===== config.mk =====
export PLATFORM = sky130hd
export DESIGN_NAME = uart_tx
export DESIGN_NICKNAME = d
export VERILOG_FILES = /design/src/rtl/uart_pkg.sv /design/src/rtl/uart_baud_tick.sv /design/src/rtl/uart_tx.sv
export SDC_FILE = /design/constraint.sdc
export NUM_CORES = 1
export LEC_CHECK = 0
export BUFFER_PORTS_ARGS = -buffer_cell sky130_fd_sc_hd__buf_2
export CAP_MARGIN = 5
export CORE_ASPECT_RATIO = 0.6
export CORE_UTILIZATION = 50
export CTS_BUF_LIST = sky130_fd_sc_hd__clkbuf_4 sky130_fd_sc_hd__clkbuf_8 sky130_fd_sc_hd__clkbuf_16
export DETAILED_ROUTE_END_ITERATION = 7
export GPL_TIMING_DRIVEN = 0
export HOLD_SLACK_MARGIN = 0.12
export PLACE_DENSITY = 0.76
export SYNTH_ARGS = -nofsm -noshare
export SYNTH_HDL_FRONTEND = slang
export SYNTH_SLANG_ARGS = --single-unit

===== constraint.sdc =====
create_clock -name PCLK -period 2.1 [get_ports PCLK]
set_input_delay 0.525 -clock PCLK [delete_from_list [all_inputs] [get_ports PCLK]]
set_output_delay 0.525 -clock PCLK [all_outputs]
set_load 0.02 [all_outputs]

===== src/rtl/uart_pkg.sv =====
// Shared UART definitions: FSM state encoding (common to TX and RX),
// bit-period arithmetic and counter sizing helpers.
package uart_pkg;

   localparam int STATE_W = 3;

   typedef logic [STATE_W-1:0] uart_state_t;

   localparam logic [2:0] ST_IDLE   = 3'd0;
   localparam logic [2:0] ST_START  = 3'd1;
   localparam logic [2:0] ST_DATA   = 3'd2;
   localparam logic [2:0] ST_PARITY = 3'd3;
   localparam logic [2:0] ST_STOP   = 3'd4;

   // PCLK cycles per line bit; truncating division, never below one cycle.
   function automatic int clks_per_bit(input int clk_freq, input int baud_rate);
      int cpb;
      cpb = clk_freq / baud_rate;
      if (cpb < 1) cpb = 1;
      return cpb;
   endfunction

   // Bits needed to hold the values 0..n-1 (at least one bit).
   function automatic int cnt_width(input int n);
      return (n > 1) ? $clog2(n) : 1;
   endfunction

   // Line bits per frame: start + data + optional parity + stop.
   function automatic int frame_bits(input int data_bits, input bit parity_en);
      return data_bits + 2 + (parity_en ? 1 : 0);
   endfunction

endpackage


===== src/rtl/uart_baud_tick.sv =====
// Bit-period timer: cleared at frame start, counts PCLK cycles while
// enabled and pulses tick on the last cycle of every bit period.
module uart_baud_tick
   import uart_pkg::*;
#(
   parameter int CLKS_PER_BIT = 10416
) (
   input  logic clk,
   input  logic rst_n,
   input  logic clear,
   input  logic enable,
   output logic tick
);

   localparam int               CNT_W    = cnt_width(CLKS_PER_BIT);
   localparam logic [CNT_W-1:0] CNT_LAST = CNT_W'(CLKS_PER_BIT - 1);

   logic [CNT_W-1:0] count;

   assign tick = enable && !clear && (count == CNT_LAST);

   // Period counter: wraps to zero on the terminal count so each bit lasts CLKS_PER_BIT cycles.
   always_ff @(posedge clk or negedge rst_n) begin
      if (!rst_n) begin
         count <= '0;
      end else if (clear) begin
         count <= '0;
      end else if (enable) begin
         if (count == CNT_LAST) begin
            count <= '0;
         end else begin
            count <= count + CNT_W'(1);
         end
      end
   end

endmodule


===== src/rtl/uart_tx.sv =====
// UART transmitter: start bit, DATA_BITS data bits LSB first, optional
// parity bit, one stop bit. Optional parity is built only when the macro
// UART_TX_PARITY_EN is defined; PARITY_ODD selects odd parity then.
//
// state      | meaning
// -----------+------------------------------------------------------
// ST_IDLE    | line high, waiting for tx_start
// ST_START   | driving the start bit (low)
// ST_DATA    | driving data bit bit_idx from shift_reg[0]
// ST_PARITY  | driving the parity bit (parity build only)
// ST_STOP    | driving the stop bit (high); tx_done on completion
module uart_tx
   import uart_pkg::*;
#(
   parameter int BAUD_RATE  = 9600,
   parameter int CLK_FREQ   = 100_000_000,
   parameter int DATA_BITS  = 8,
   parameter int PARITY_ODD = 0
) (
   input  logic                 PCLK,
   input  logic                 PRESETn,
   input  logic                 tx_start,
   input  logic [DATA_BITS-1:0] tx_data,
   output logic                 tx_serial,
   output logic                 tx_busy,
   output logic                 tx_done
);

   localparam int               CLKS_PER_BIT = clks_per_bit(CLK_FREQ, BAUD_RATE);
   localparam int               BIT_W        = cnt_width(DATA_BITS);
   localparam logic [BIT_W-1:0] BIT_LAST     = BIT_W'(DATA_BITS - 1);

   uart_state_t          state;
   logic [DATA_BITS-1:0] shift_reg;
   logic [BIT_W-1:0]     bit_idx;
   logic                 accept;
   logic                 bit_tick;

   // A request is only seen in IDLE, so a start while busy is simply dropped.
   assign accept = (state == ST_IDLE) && tx_start;

   uart_baud_tick #(
      .CLKS_PER_BIT (CLKS_PER_BIT)
   ) u_baud_tick (
      .clk    (PCLK),
      .rst_n  (PRESETn),
      .clear  (accept),
      .enable (state != ST_IDLE),
      .tick   (bit_tick)
   );

`ifdef UART_TX_PARITY_EN
   logic parity_bit;

   // Parity is taken from the byte as captured, so later tx_data changes cannot affect it.
   always_ff @(posedge PCLK or negedge PRESETn) begin
      if (!PRESETn) begin
         parity_bit <= 1'b0;
      end else if (accept) begin
         parity_bit <= (^tx_data) ^ (PARITY_ODD != 0);
      end
   end
`else
   // Without parity the sense parameter and the parity state code are inert.
   logic unused_parity_cfg;
   assign unused_parity_cfg = (PARITY_ODD != 0) ^ (|ST_PARITY);
`endif

   // Frame sequencer: line level, shift register and handshake outputs are all registered.
   always_ff @(posedge PCLK or negedge PRESETn) begin
      if (!PRESETn) begin
         state     <= ST_IDLE;
         shift_reg <= '0;
         bit_idx   <= '0;
         tx_serial <= 1'b1;
         tx_busy   <= 1'b0;
         tx_done   <= 1'b0;
      end else begin
         tx_done <= 1'b0;
         case (state)
            ST_IDLE: begin
               tx_serial <= 1'b1;
               if (tx_start) begin
                  shift_reg <= tx_data;
                  bit_idx   <= '0;
                  tx_serial <= 1'b0;
                  tx_busy   <= 1'b1;
                  state     <= ST_START;
               end
            end
            ST_START: begin
               if (bit_tick) begin
                  tx_serial <= shift_reg[0];
                  state     <= ST_DATA;
               end
            end
            ST_DATA: begin
               if (bit_tick) begin
                  if (bit_idx == BIT_LAST) begin
`ifdef UART_TX_PARITY_EN
                     tx_serial <= parity_bit;
                     state     <= ST_PARITY;
`else
                     tx_serial <= 1'b1;
                     state     <= ST_STOP;
`endif
                  end else begin
                     shift_reg <= shift_reg >> 1;
                     tx_serial <= shift_reg[1];
                     bit_idx   <= bit_idx + BIT_W'(1);
                  end
               end
            end
`ifdef UART_TX_PARITY_EN
            ST_PARITY: begin
               if (bit_tick) begin
                  tx_serial <= 1'b1;
                  state     <= ST_STOP;
               end
            end
`endif
            ST_STOP: begin
               if (bit_tick) begin
                  tx_busy <= 1'b0;
                  tx_done <= 1'b1;
                  state   <= ST_IDLE;
               end
            end
            default: begin
               tx_serial <= 1'b1;
               tx_busy   <= 1'b0;
               state     <= ST_IDLE;
            end
         endcase
      end
   end

endmodule


==> metrics.md <==
| Metric | Value |
|---|---|
| Dpl cells | 241 |
| # DRC | 0 |
| Top-Level Pins | 14 |
| Core footprint | 3280 sq um |
| Min cycle time layout | 1.97 ns |
| First drt pass iteration count | 5 |
| Endpoints failing setup | 0 |
| # clock sinks | 31 |
| GRT Total Usage | 22.1% |
| Routed len/inst | 15.1 microns |
| RR Startpoint | u_baud_tick.count[0] |
| Post-Syn Instances | 183 |
| Initial Util | 52.6% |
| Synth Cell Area | ~1700 sq um |
| Post-synthesis sequential area ratio | between 40% and 50% |
| Max FFs per register | 14 |
| Final Hold Vio Count | 0 |
| CTS tree | yes |
| GRT met2 Usage | 28.8% |
| Most frequent cell after synthesis | dfrtp_1 |
| Via count | about 1500 |
| DP Area | 1850 sq um |
| Antenna cells | 0 |
| Total Wirelength | ~3.8 mm |
| Pwr/cell area | 835 nW/um^2 |
| CP max FO | 10 |
| Synth area leaders | dfrtp_1 (44%), a21oi_1 (8.4%), mux2i_1 (5.2%) |
| FFs w/ async S/R, synth | between 90% and 100% |
| Met3 Usage GRT | 5.71% |
| DP HPWL | 2.82 mm |
| Vias in the first global route | roughly 1200 |
| DIE HEIGHT | 47.5 microns |
| Initial antenna violation count | 0 |
| Maximum clock insertion buffer count | 2 |
| Unrepaired setup endpoints after global routing | false |
| Die X | 77.8 microns |
| Slew headroom | between 30 and 40% |
| CTS buffer count | 5 |
| Fin area | 1940 sq um |
| Area Overhead vs Synth | 12.3% |
| Least-Margin Pin Slew | between 0.9 and 1 ns |
| HP Class | input port to async pin |
| Unique masters post-synth | 42 |
| Total grt overflow | 0 |
| Clock transition at path regs | 0.06 ns |
| Worst Skew | ~0.0063 ns |
| Seq cells post-synth | 31 |
| Ys flop type | dfrtp_1 |
| Synthesized Nets | 197 |
| Final Non-Filler Cells | ~250 |
| Critical Path Source Type | register |
| Crit. Startpoint | u_baud_tick.count[0] |
| Yosys warns | 0 |
| Top post-synthesis cells by count | dfrtp_1 (30), a21oi_1 (29), nand2_1 (17) |
| Fin crit share | 93.8% |
| CP Capture Type | register |
| F_max | 507 MHz |
| Max-slew violation count | 0 |
| CP arrival | 2.16 ns |
| Synthesized area per cell | 9.43 sq um |
| Max_cap viols | 0 |
| Layout cells sized above 1 | ~17% |
| Maximum VDD drop | 0.000501 V |
| CP required | 2.29 ns |
| Total power | 1.62 mW |
| Nets | 217 |
| Sum Neg Setup Slack | 0 ns |
| Yosys top cell area share | between 40% and 50% |
| Leading area contributor after synthesis | dfrtp_1 |
| Via density per instance | 6.00 |
| GP Congestion | 0.913 |
| EDFF count, synth | 0 |
| # H-tree levels | 2 |
| Outcome | complete, no violations |
| Busiest layer in global routing | met1 |
| Crit Path Class | register to register |
| First-pass GRT wire length | between 5 and 6 mm |
| Post-route ant nets | 0 |
| Routing usage on met1 | about a third |
| Clock Latency Late Sink | between 0.2 and 0.3 ns |
| Root Buffer | clkbuf_8 |
| Num rows | 16 |
| Die Area | 3700 sq um |
| Cts hold-fix bufs | 0 |
| IO buf count | 13 |
| Number of DRC markers in iteration 0 | 153 |
| Pin count of the biggest net entering global routing | 32 |
| Leak | 0.874 nW |
## power breakdown
| group | internal [mW] | leakage (nW) | total [mW] | switching, mW |
|---|---|---|---|---|
| registers | 0.711 | 0.375 | 0.860 | 0.149 |
| clock network | 0.273 | 0.0498 | 0.475 | 0.202 |
| logic | 0.141 | 0.449 | 0.282 | 0.142 |
| total | 1.13 | 0.874 | 1.62 | 0.493 |
## critical path: stages, from the launching register on
cell and delay, ns:
dfrtp_1 0.42, ha_1 0.26, and3_1 0.23, and4_4 0.21, nor2_2 0.29, buf_6 0.20
a21oi_1 0.07, mux2i_1 0.20
## cells in the final DEF (no fill, tap or decap), types with 6 or more instances in the layout
cell	Yosys	final
nand3_1	8	8
dfrtp_1	30	30
nor2_1	12	12
nand2_1	17	17
mux2i_1	9	9
buf_2	0	13
a21oi_1	29	29
o21ai_0	15	14
a31oi_1	6	6
## metrics by stage
| stage | util (%) | worst slack, ns | hold WS [ns] |
|---|---|---|---|
| floorplan | - | 0.363 | 0.229 |
| global placement | 56.3 | 0.156 | 0.453 |
| detailed placement | 56.3 | 0.149 | 0.492 |
| CTS | 59.0 | 0.118 | 0.305 |
| global route | 59.0 | 0.00541 | 0.336 |
| finish | 59.0 | 0.129 | 0.280 |
## repair_timing
item,in CTS,in global routing
setup buffers,0,0
endpoints found under the setup margin,0,3
gates resized for setup,0,1
## layer usage
metal  vias to the layer above  share of wire (%)
met5                         -                  0
met4                         0               0.37
met3                         2                6.1
met2                        56                 41
met1                       716                 52
li1                        719                  -
## cell type report
class / count / area (sq um)
multi-input combinational: 143 / 892
buffer: 6 / 45.0
clock buffer: 8 / 91.3
sequential: 31 / 777
timing repair buffer: 13 / 65.1
inverter: 3 / 11.3
tap: 45 / 56.3
fill: 294 / 1350
## cell families (layout without fill, tap and decap cells)
kind of cell,after synthesis,count (layout),share of synthesized area [%]
buffers and inverters,9,30,3.26
adder cells (fa/ha/maj),3,3,2.18
flip-flops,31,31,45.0
AND/OR/NAND/NOR,65,65,21.6
multiplexers,9,9,5.22
AO/OA/AOI/OAI,66,66,22.7
## final timing paths
kind / endpoint / slack, ns / depth (start not counted)
max: u_baud_tick.count[13] / 0.13 / 7
max reg2reg: u_baud_tick.count[13] / 0.13 / 7
max in group asynchronous: u_baud_tick.count[12] / 1.38 / 1
min reg2reg: u_baud_tick.count[11] / 0.51 / 1
min in group PCLK: u_baud_tick.count[11] / 0.51 / 1
min: bit_idx[0] / 0.28 / 1
(Power assumes the default switching activity.)
